<file path="src/rtl/fetch_unit_pkg.sv">
// Shared constants, IF/ID bundle and branch-target helper
// for the fetch stage of the 5-stage MIPS pipeline.
package fetch_unit_pkg;

  localparam logic [31:0] NOP_INSTR    = 32'h0000_0000;
  localparam logic [31:0] PC_RESET_VAL = 32'h0000_0000;

  typedef enum logic [1:0] {
    COND_JUMP = 2'd0,
    COND_BEZ  = 2'd1,
    COND_BNE  = 2'd2
  } br_cond_e;

  typedef struct packed {
    logic [31:0] pc;
    logic [31:0] instr;
    logic        valid;
  } if_id_t;

  // Word offset scaled to bytes; low bits forced to keep alignment.
  function automatic logic [31:0] br_target(
    input logic [31:0] pc,
    input logic [31:0] off
  );
    logic [31:0] t;
    t = pc + (off << 2);
    return {t[31:2], 2'b00};
  endfunction

endpackage

</file>
<file path="src/rtl/fetch_unit_if_id_reg.sv">
// IF/ID pipeline register with freeze hold and
// flush-to-bubble.
module if_id_reg
  import fetch_unit_pkg::*;
(
  input  logic        clk,
  input  logic        rst,
  input  logic        freeze,
  input  logic        flush,
  input  logic [31:0] pc_in,
  input  logic [31:0] instr_in,
  output logic [31:0] pc_o,
  output logic [31:0] instr_o,
  output logic        valid_o
);

  if_id_t q_q;
  if_id_t q_d;

  always_comb begin
    q_d = q_q;
    unique case (1'b1)
      freeze: q_d = q_q;
      flush:  q_d = '{pc: 32'h0, instr: NOP_INSTR,
                      valid: 1'b0};
      default: q_d = '{pc: pc_in, instr: instr_in,
                       valid: 1'b1};
    endcase
  end

  always_ff @(posedge clk) begin
    if (rst) begin
      q_q <= '{pc: 32'h0, instr: NOP_INSTR,
               valid: 1'b0};
    end else begin
      q_q <= q_d;
    end
  end

  assign pc_o    = q_q.pc;
  assign instr_o = q_q.instr;
  assign valid_o = q_q.valid;

endmodule

</file>
<file path="src/rtl/fetch_unit.sv">
// Instruction fetch: PC register, branch redirect,
// IF/ID register and fetch/flush counters.
module fetch_unit
  import fetch_unit_pkg::*;
#(
  parameter logic [31:0] PC_RESET    = PC_RESET_VAL,
  parameter int          FLUSH_CNT_W = 16
) (
  input  logic                   clk,
  input  logic                   rst,
  input  logic                   freeze,
  input  logic                   br_taken,
  input  logic [31:0]            br_offset,
  output logic [31:0]            imem_addr,
  input  logic [31:0]            imem_rdata,
  output logic [31:0]            if_id_pc,
  output logic [31:0]            if_id_instr,
  output logic                   if_id_valid,
  output logic [31:0]            fetch_count,
  output logic [FLUSH_CNT_W-1:0] flush_count
);

  logic [31:0]            pc_q, pc_d;
  logic [31:0]            fcnt_q, fcnt_d;
  logic [FLUSH_CNT_W-1:0] xcnt_q, xcnt_d;
  logic                   redirect;
  logic [31:0]            pc_plus4;

  // A bubble in ID cannot branch, and a frozen ID
  // has stale operands.
  assign redirect = br_taken & if_id_valid & ~freeze;
  assign pc_plus4 = pc_q + 32'd4;

  always_comb begin
    pc_d   = pc_q;
    fcnt_d = fcnt_q;
    xcnt_d = xcnt_q;
    unique case (1'b1)
      freeze: ;
      redirect: begin
        pc_d   = br_target(if_id_pc, br_offset);
        xcnt_d = xcnt_q + 1'b1;
      end
      default: begin
        pc_d   = pc_plus4;
        fcnt_d = fcnt_q + 32'd1;
      end
    endcase
  end

  always_ff @(posedge clk) begin
    if (rst) begin
      pc_q   <= PC_RESET;
      fcnt_q <= '0;
      xcnt_q <= '0;
    end else begin
      pc_q   <= pc_d;
      fcnt_q <= fcnt_d;
      xcnt_q <= xcnt_d;
    end
  end

  if_id_reg u_if_id (
    .clk      (clk),
    .rst      (rst),
    .freeze   (freeze),
    .flush    (redirect),
    .pc_in    (pc_plus4),
    .instr_in (imem_rdata),
    .pc_o     (if_id_pc),
    .instr_o  (if_id_instr),
    .valid_o  (if_id_valid)
  );

  assign imem_addr   = pc_q;
  assign fetch_count = fcnt_q;
  assign flush_count = xcnt_q;

endmodule
</file>
<file path="config.mk">
export PLATFORM = sky130hd
export DESIGN_NAME = fetch_unit
export DESIGN_NICKNAME = d
export VERILOG_FILES = /design/src/rtl/fetch_unit_pkg.sv /design/src/rtl/fetch_unit_if_id_reg.sv /design/src/rtl/fetch_unit.sv
export SDC_FILE = /design/constraint.sdc
export NUM_CORES = 1
export LEC_CHECK = 0
export ABC_AREA = 1
export BUFFER_PORTS_ARGS = -buffer_cell sky130_fd_sc_hd__buf_2
export CAP_MARGIN = 40
export CORE_MARGIN = 4
export CORE_UTILIZATION = 49
export CTS_CLUSTER_SIZE = 40
export DETAILED_ROUTE_END_ITERATION = 8
export PLACE_DENSITY = 0.75
export SLEW_MARGIN = 20
export SYNTH_ARGS = -nofsm -noshare
export SYNTH_HDL_FRONTEND = slang
export SYNTH_SLANG_ARGS = --single-unit
</file>
<file path="constraint.sdc">
create_clock -name clk -period 1.8 [get_ports clk]
set_input_delay 0 -clock clk [delete_from_list [all_inputs] [get_ports clk]]
set_output_delay 0 -clock clk [all_outputs]
set_load 0.01 [all_outputs]
</file>
==> metrics.json, run 1 <==
{
  "die": {
    "io_pins": 213,
    "initial_core_util": 0.500,
    "die_y_microns": 141,
    "number_of_cell_rows": 48,
    "die-area_sq_um": 19800,
    "dieWidth_microns": 141,
    "core_region_area_sq_um": 17300
  },
  "outcome": {
    "run_status": "complete, but fails checks",
    "violations": "setup timing"
  },
  "clock_network": {
    "clk_root_buffer_cell": "clkbuf_16",
    "clock_tree_from_tritoncts": "built",
    "ctsLongestPathBuffers": 2,
    "clock_insertion_delay_worst_skew_ps": 430,
    "cts-htree-levels": 4,
    "cts.sinks": 142,
    "numCtsBuffers": 17,
    "clkTransAtPathRegs_ps": 60
  },
  "worst_setup_path": {
    "crit_required_ps": 2160,
    "worst_setup_path_start_kind": "register",
    "critical_path.max_fanout": 4,
    "max_stage_delay_ps": 340,
    "path_cells": "ha_4 -> fa_2 -> nand3_2 -> nand3_4 -> nand3_2 -> nand3b_1 -> nand2_1 -> nand2_1 -> nand2_1 -> nand3_1 -> a21oi_1",
    "critPathArrivalTime_ps": 2200,
    "crit_slowest_cell": "fa_2",
    "timing.setup.critical_path_class": "register to register",
    "cp_capture_type": "register",
    "critPathMostFrequentCell": "nand2_1"
  },
  "synth": {
    "ys_seq_area_frac": 0.329,
    "syn-cell-area_sq_um": 8650,
    "synthesis.instances": 1392,
    "synth.distinct_cells": 41,
    "synth-warning-count": 0,
    "count_of_state_elements_after_synthesis": 142,
    "postSynthAreaPerCell_sq_um": 6.21
  },
  "route": {
    "drt-vias-per-instance": 5.23,
    "detail_route.wirelength_mm": 30.3,
    "route.detailed.drc": 0,
    "route.antenna.remaining_nets": 0,
    "vias": 10300,
    "dr.first_iter.drc_count": 718,
    "drt_pass1_iterations": 5,
    "routed_wire_length_per_instance_microns": 15.4
  },
  "final_layout": {
    "area_growth_pct": 41.9,
    "mostFrequentLayoutCells": "nand2_1 (434), buf_2 (207), inv_1 (176), a21oi_1 (128), nor2_1 (122)",
    "num_antenna_cells": 0,
    "layout_commonest_cell": "nand2_1",
    "fillCellCount": 1477,
    "layout-drive-gt1-share": 0.299,
    "final_nets": 1827,
    "utilization": 0.709,
    "post_route_insts_no_fill": 1964
  },
  "power": {
    "net_sw_frac": 0.267,
    "power_report.internal_total_mw": 5.95,
    "power.density_cell_area_nw_per_um2": 662,
    "totalPowerFinal_mw": 8.12,
    "switching_power_mw": 2.16,
    "power_frac_clock": 0.462,
    "power.share.sequential": 0.407,
    "p_comb_frac": 0.132,
    "irDropWorstVdd_v": 0.000684,
    "leakagePower_nw": 5.74
  },
  "placed_design": {
    "place_hpwl_mm": 21.9,
    "gp_routability_congestion": 1.04,
    "dp.cells": 1891,
    "placement.setup.worst_slack_ps": -97.9,
    "io_buffers": 208
  },
  "global_routing": {
    "groute.layer.met2.usage": 0.511,
    "grt.met1_usage": 0.366,
    "grt_antenna_before_repair": 1,
    "grt_first_pass_wirelength_mm": 48.5,
    "grt_max_degree": 73,
    "groute.layer.met3.usage": 0.0672,
    "grt_remaining_overflow": 0,
    "gr-usage-all-layers": 0.299,
    "highest_utilization_routing_layer_at_the_global_route_stage": "met2",
    "grt_pass1_vias": 10100
  },
  "sta": {
    "finalHoldWorstSlack_ps": 7.55,
    "max_slew.worst_pin.slew_ps": 770,
    "rsz0062_at_grt": "true",
    "finalMaxSlewViolations": 0,
    "setup_violations_final": 2,
    "final.min_clock_period_ps": 1840,
    "fmax_ghz": 0.544,
    "fin_skew_ps": 10.6,
    "max-slew-margin-rel": 0.487,
    "postLayoutSetupSlackWorst_ps": -38.1,
    "min_period_over_period": 1.02,
    "final_hold_viol_count": 0
  },
  "worst_hold_path": {
    "worst_min_path_class": "input port to register"
  },
  "flow_run": {
    "maxCapViolCount": 0
  }
}
## worst max-delay path, delay by kind of cell, from the launching register on
kind                       cells  cell delay (ps)
AOI/OAI and AO/OA              1              140
and+or+nand+nor                8              800
adders and majority gates      2              500
DFF                            1              330
## cell families (layout without fill, tap and decap cells)
group	Yosys count	after routing	share of synthesized area
buffers and inverters	218	564	0.0966
xor gates and xnor gates	18	18	0.0182
other	1	2	0.000434
and+or+nand+nor	769	769	0.377
adders and majority gates	33	33	0.0486
DFF	142	142	0.329
AOI/OAI and AO/OA	211	211	0.131
## power by group through the flow
| stage | combinational, mW | clock [mW] | sequential, mW |
|---|---|---|---|
| final | 1.07 | 3.75 | 3.30 |
| after global routing | 1.17 | 3.95 | 3.31 |
| after CTS | 0.980 | 3.78 | 3.29 |
| after detailed placement | 0.883 | 0 | 3.36 |
| after global placement | 0.873 | 0 | 3.36 |
| after floorplan | 0.435 | 0 | 3.40 |
## stage by stage
stage / area (sq um) / TNS (ps)
after floorplan: 8660 / 0
after global placement: 10600 / -154
after detailed placement: 10600 / -470
after CTS: 11800 / -103
after global routing: 12300 / -1000
final: 12300 / -54.5
## registers in the layout, indices dropped and copies added (netlist names)
name             flops
fetch_count         32
u_if_id.pc_o        31
u_if_id.instr_o     32
imem_addr           30
flush_count         16
u_if_id.valid_o      1
## synth_stat cells
master,n,area (sq um)
nand2_1,457,1720
inv_1,177,664
nor2_1,143,537
dfxtp_1,142,2840
a21oi_1,137,686
nand3_1,82,410
o21ai_0,36,180
ha_1,32,400
clkbuf_1,31,116
nand4_1,21,131
nor3_1,16,80.1
a31oi_1,15,93.8
xor2_1,11,96.3
or2_2,10,62.6
nand2_2,8,50.1
nor2_2,8,50.1
xnor2_1,7,61.3
nand3b_1,6,45.0
buf_2,5,25.0
nor2_4,5,56.3
a21boi_1,4,30.0
o211ai_1,4,30.0
o21bai_1,4,30.0
a21o_1,3,22.5
and2_1,3,18.8
buf_4,3,22.5
nor3_2,3,30.0
inv_2,2,7.51
nand3_2,2,20.0
nor3_4,2,32.5
o21ai_1,2,10.0
o221ai_1,2,17.5
a21boi_0,1,7.51
a21oi_2,1,8.76
a22oi_1,1,7.51
and3_1,1,6.26
conb_1,1,3.75
fa_1,1,20.0
nor4_1,1,6.26
o21a_1,1,7.51
or2_1,1,6.26
## worst paths after layout
path | start | end | slack [ps] | cells past startpoint
max | u_if_id.pc_o[2] | imem_addr[30] | -40 | 11
min | br_offset[29] | imem_addr[31] | 8 | 6
max reg2reg | u_if_id.pc_o[2] | imem_addr[30] | -40 | 11
min reg2reg | u_if_id.pc_o[1] | u_if_id.pc_o[1] | 460 | 2
## metal layers
layer  routed length, microns  part of all wire
met1                    12500              0.41
met2                    14500              0.48
met3                     2150             0.071
met4                     1150             0.038
met5                       12           0.00040
## final cells by class
type / instances / area (sq um) / share of cell area
sequential: 142 / 2880 / 0.235
inverter: 179 / 672 / 0.0548
tap: 225 / 282 / 0.0229
clock buffer: 19 / 443 / 0.0361
clock inverter: 13 / 175 / 0.0143
timing repair buffer: 353 / 2220 / 0.181
multi-input combinational: 1033 / 5590 / 0.456
## timing repair
| action | CTS | global route |
|---|---|---|
| setup endpoints to repair | 19 | 46 |
| endpoints found under the hold margin | 44 | 0 |
| gates cloned | 0 | 0 |
| hold buffers | 34 | 0 |
| buffers inserted | 0 | 7 |
| gates resized for setup | 37 | 108 |
| pin swaps | 9 | 18 |
No activity file was read; power rests on OpenSTA's default activity.
==> run 2: changes to the inputs <==
--- a/config.mk
+++ b/config.mk
@@ -5,14 +5,13 @@
 export SDC_FILE = /design/constraint.sdc
 export NUM_CORES = 1
 export LEC_CHECK = 0
-export ABC_AREA = 1
 export BUFFER_PORTS_ARGS = -buffer_cell sky130_fd_sc_hd__buf_2
 export CAP_MARGIN = 40
 export CORE_MARGIN = 4
-export CORE_UTILIZATION = 49
+export CORE_UTILIZATION = 48
 export CTS_CLUSTER_SIZE = 40
 export DETAILED_ROUTE_END_ITERATION = 8
-export PLACE_DENSITY = 0.75
+export PLACE_DENSITY = 0.76
 export SLEW_MARGIN = 20
 export SYNTH_ARGS = -nofsm -noshare
 export SYNTH_HDL_FRONTEND = slang
==> run 2 against run 1 <==
  * Largest cell class unchanged
  * The run still ends with setup timing left
  * Combinational power up 20%
  * Cell count down 22%
  * Flip-flop and latch count is the same
  * Sequential share of layout area increased by 0.30 points
  * Synthesized cell count shrank 35%
  * Utilization rose by 9.3 points
  * Critical endpoint is now imem_addr[26]
  * Synthesized area shrank 14%
==> metrics.json, run 2 <==
{
  "global_routing": {
    "grt_remaining_overflow": {"value": 0, "change": "unchanged"},
    "grt_pass1_vias": {"value": 8445, "change": "-16%"},
    "grt_antenna_before_repair": {"value": 2, "change": "+1"},
    "grt_max_degree": {"value": 41, "change": "-44%"},
    "gr-usage-all-layers": {"value": 0.296, "change": "-0.00377"},
    "grt_first_pass_wirelength": {"value": 42.7, "unit": "mm", "change": "-12%"}
  },
  "sta": {
    "fin_skew": {"value": 10.2, "unit": "ps", "change": "-0.351 ps"},
    "fmax": {"value": 0.401, "unit": "GHz", "change": "-26%"},
    "finalHoldWorstSlack": {"value": 107, "unit": "ps", "change": "+99.5 ps"},
    "postLayoutSetupSlackWorst": {"value": -695, "unit": "ps", "change": "-657 ps"},
    "final.min_clock_period": {"value": 2500, "unit": "ps", "change": "+657 ps"},
    "max_slew.worst_pin.slew": {"value": 523, "unit": "ps", "change": "-247 ps"},
    "min_period_over_period": {"value": 1.39, "change": "+0.365"},
    "max-slew-margin-rel": {"value": 0.647, "change": "+0.160"},
    "final_hold_viol_count": {"value": 0, "change": "unchanged"},
    "rsz0062_at_grt": "true",
    "setup_violations_final": {"value": 56, "change": "+54"},
    "finalMaxSlewViolations": {"value": 0, "change": "unchanged"}
  },
  "outcome": {
    "violations": "setup timing",
    "run_status": "complete, but fails checks"
  },
  "route": {
    "route.detailed.drc": {"value": 0, "change": "unchanged"},
    "vias": {"value": 8846, "change": "-14%"},
    "routed_wire_length_per_instance": {"value": 18.8, "unit": "microns", "change": "+22%"},
    "drt-vias-per-instance": {"value": 5.80, "change": "+11%"},
    "route.antenna.remaining_nets": {"value": 0, "change": "unchanged"},
    "drt_pass1_iterations": {"value": 6, "change": "+1"},
    "detail_route.wirelength": {"value": 28.7, "unit": "mm", "change": "-5.3%"},
    "dr.first_iter.drc_count": {"value": 891, "change": "+24%"}
  },
  "power": {
    "power.share.sequential": {"value": 0.403, "change": "-0.004"},
    "switching_power": {"value": 2.37, "unit": "mW", "change": "+9.7%"},
    "power.density_cell_area": {"value": 670, "unit": "nW/um^2", "change": "+1.3%"},
    "p_comb_frac": {"value": 0.157, "change": "+0.025"},
    "net_sw_frac": {"value": 0.290, "change": "+0.0238"},
    "power_report.internal_total": {"value": 5.80, "unit": "mW", "change": "-2.6%"},
    "power_frac_clock": {"value": 0.440, "change": "-0.022"},
    "leakagePower": {"value": 5.79, "unit": "nW", "change": "+0.78%"},
    "irDropWorstVdd": {"value": 0.000686, "unit": "V", "change": "+0.18%"},
    "totalPowerFinal": {"value": 8.17, "unit": "mW", "change": "+0.68%"}
  },
  "clock_network": {
    "cts-htree-levels": {"value": 4, "change": "unchanged"},
    "clk_root_buffer_cell": "clkbuf_16",
    "cts.sinks": {"value": 142, "change": "unchanged"},
    "clkTransAtPathRegs": {"value": 60, "unit": "ps", "change": "about the same"},
    "numCtsBuffers": {"value": 17, "change": "unchanged"},
    "ctsLongestPathBuffers": {"value": 2, "change": "unchanged"},
    "clock_insertion_delay_worst_skew": {"value": 430, "unit": "ps", "change": "about the same"},
    "clock_tree_from_tritoncts": "built"
  },
  "final_layout": {
    "utilization": {"value": 0.802, "change": "+0.0930"},
    "post_route_insts_no_fill": {"value": 1525, "change": "-22%"},
    "layout_commonest_cell": "buf_2",
    "layout-drive-gt1-share": {"value": 0.464, "change": "+0.165"},
    "multi_input_area": {"value": 5280, "unit": "sq um", "change": "-5.7%"},
    "register_area": {"value": 2900, "unit": "sq um", "change": "+0.69%"},
    "area_growth_pct": 63.4,
    "final_nets": {"value": 1423, "change": "-22%"},
    "mostFrequentLayoutCells": "buf_2 (207), buf_4 (180), dfxtp_1 (117), nor2_1 (105), nand2_1 (73)",
    "fillCellCount": {"value": 910, "change": "-38%"}
  },
  "synth": {
    "netlist_top_cells_area": "dfxtp_1 (38%), xor2_1 (6.8%), nor2_1 (5.9%)",
    "synth_edf_count": {"value": 0, "change": "unchanged"},
    "synthesis.instances": {"value": 899, "change": "-35%"},
    "synth.distinct_cells": {"value": 60, "change": "+46%"},
    "yosys.area.top_type_share": {"value": 0.381, "change": "+0.0521"},
    "synth.top_cells.by_count": "dfxtp_1 (142), nor2_1 (117), nand2_1 (86)",
    "postSynthAreaPerCell": {"value": 8.30, "unit": "sq um", "change": "+34%"},
    "yosysMostFrequentCell": "dfxtp_1",
    "synth-warning-count": {"value": 0, "change": "unchanged"},
    "ys.flop_type": "dfxtp_1",
    "count_of_state_elements_after_synthesis": {"value": 142, "change": "unchanged"},
    "synth_largest_area_cell": "dfxtp_1",
    "syn-cell-area": {"value": 7470, "unit": "sq um", "change": "-14%"},
    "ys_seq_area_frac": {"value": 0.381, "change": "+0.0521"},
    "synthArstFlopShare": {"value": 0, "change": "unchanged"}
  },
  "worst_setup_path": {
    "critPathTopFamily": "compound AO/OA/AOI/OAI gates",
    "crit_slowest_cell": "dfxtp_4",
    "cp_capture_type": "register",
    "max_stage_delay": {"value": 350, "unit": "ps", "change": "about the same"},
    "path_cells": "ha_4 -> fa_2 -> a211oi_2 -> o21a_2 -> o31ai_4 -> nand3_2 -> o21ba_4 -> o21ai_4 -> buf_4 -> xor2_1 -> o22ai_1 -> a21oi_1",
    "critical_path_buf_inv_count": {"value": 1, "change": "+1"},
    "crit_required": {"value": 2100, "unit": "ps", "change": "-60 ps"},
    "worst_setup_path_start_kind": "register",
    "critPathArrivalTime": {"value": 2790, "unit": "ps", "change": "+590 ps"},
    "critical_path.max_fanout": {"value": 3, "change": "-1"},
    "ff2ff_path_depth": {"value": 12, "change": "+1"},
    "crit_cells": {"value": 12, "change": "+1"},
    "timing.setup.critical_path_class": "register to register"
  },
  "die": {
    "core_region_area": {"value": 15200, "unit": "sq um", "change": "-12%"},
    "die_y": {"value": 133, "unit": "microns", "change": "-5.8%"},
    "number_of_cell_rows": {"value": 45, "change": "-6.3%"},
    "die-area": {"value": 17600, "unit": "sq um", "change": "-11%"},
    "dieWidth": {"value": 133, "unit": "microns", "change": "-5.8%"},
    "initial_core_util": {"value": 0.491, "change": "-0.00896"},
    "io_pins": {"value": 213, "change": "unchanged"}
  },
  "flow_run": {
    "maxCapViolCount": {"value": 0, "change": "unchanged"}
  },
  "worst_hold_path": {
    "timing.hold.worst_path_depth": {"value": 4, "change": "-2"},
    "worst_min_path_class": "input port to register"
  },
  "placed_design": {
    "io_buffers": {"value": 208, "change": "unchanged"},
    "gp_routability_congestion": {"value": 0.962, "change": "-7.5%"},
    "dp.cells": {"value": 1427, "change": "-25%"},
    "place_hpwl": {"value": 18.0, "unit": "mm", "change": "-18%"}
  }
}
[run 2: worst paths after layout]
| kind | startpoint | to | slack [ps] |
|---|---|---|---|
| worst max-delay path | u_if_id.pc_o[2] | imem_addr[26] | -700 |
| worst min-delay path | freeze | u_if_id.pc_o[18] | 110 |
| worst max register to register | u_if_id.pc_o[2] | imem_addr[26] | -700 |
| worst min register to register | u_if_id.instr_o[28] | u_if_id.instr_o[28] | 480 |
[run 2: layout make-up]
type                       count  area share
multi-input combinational    692       0.433
timing repair buffer         456       0.257
sequential                   142       0.238
clock buffer                  17      0.0349
tap                          188      0.0193
clock inverter                15      0.0134
inverter                      13     0.00400
antenna                        2    0.000410
[run 2: worst register-to-register path, delay by kind of cell (launching register included)]
family,cells,cell delay [ps]
AOI/OAI and AO/OA,7,1100
xor gates and xnor gates,1,140
adders and majority gates,2,510
buffers and inverters,1,140
DFF,1,350
and+or+nand+nor,1,130
[run 2: metrics by stage]
stage,setup WS [ps],cell area (sq um),TNS [ps]
floorplan,-576,7880,-9660
global placement,-653,10300,-12770
detailed placement,-744,10300,-14680
CTS,-690,11700,-12730
global route,-749,12200,-21630
finish,-695,12200,-15580
[run 2: power by group through the flow]
stage / combinational [mW] / clock (mW) / sequential [mW]
3_3_place_gp: 1.05 / 0 / 3.35
4_1_cts: 1.19 / 3.61 / 3.29
6_report: 1.28 / 3.60 / 3.30
5_1_grt: 1.37 / 3.76 / 3.31
3_5_place_dp: 1.06 / 0 / 3.36
2_1_floorplan: 0.501 / 0 / 3.42
[run 2: timing repair]
action	CTS	global route
hold endpoints to repair	49	0
buffers inserted	19	25
pin swaps	78	66
hold buffers	34	0
setup endpoints to repair	53	102
gates cloned	0	0
gates resized for setup	83	76
[run 2: cell families after synthesis]
family / count (synthesis) / share of synthesized area
AOI/OAI and AO/OA: 246 / 0.219
and+or+nand+nor: 320 / 0.201
xor gates and xnor gates: 91 / 0.107
other: 1 / 0.000502
buffers and inverters: 66 / 0.0354
adders and majority gates: 33 / 0.0563
DFF: 142 / 0.381
[run 2: layer usage]
metal | share of wire | up-vias | GRT usage
li1 | - | 4076 | -
met1 | 0.38 | 4185 | 0.364
met2 | 0.50 | 485 | 0.503
met3 | 0.086 | 98 | 0.0821
met4 | 0.032 | 2 | 0.0924
met5 | 0.00042 | - | 0
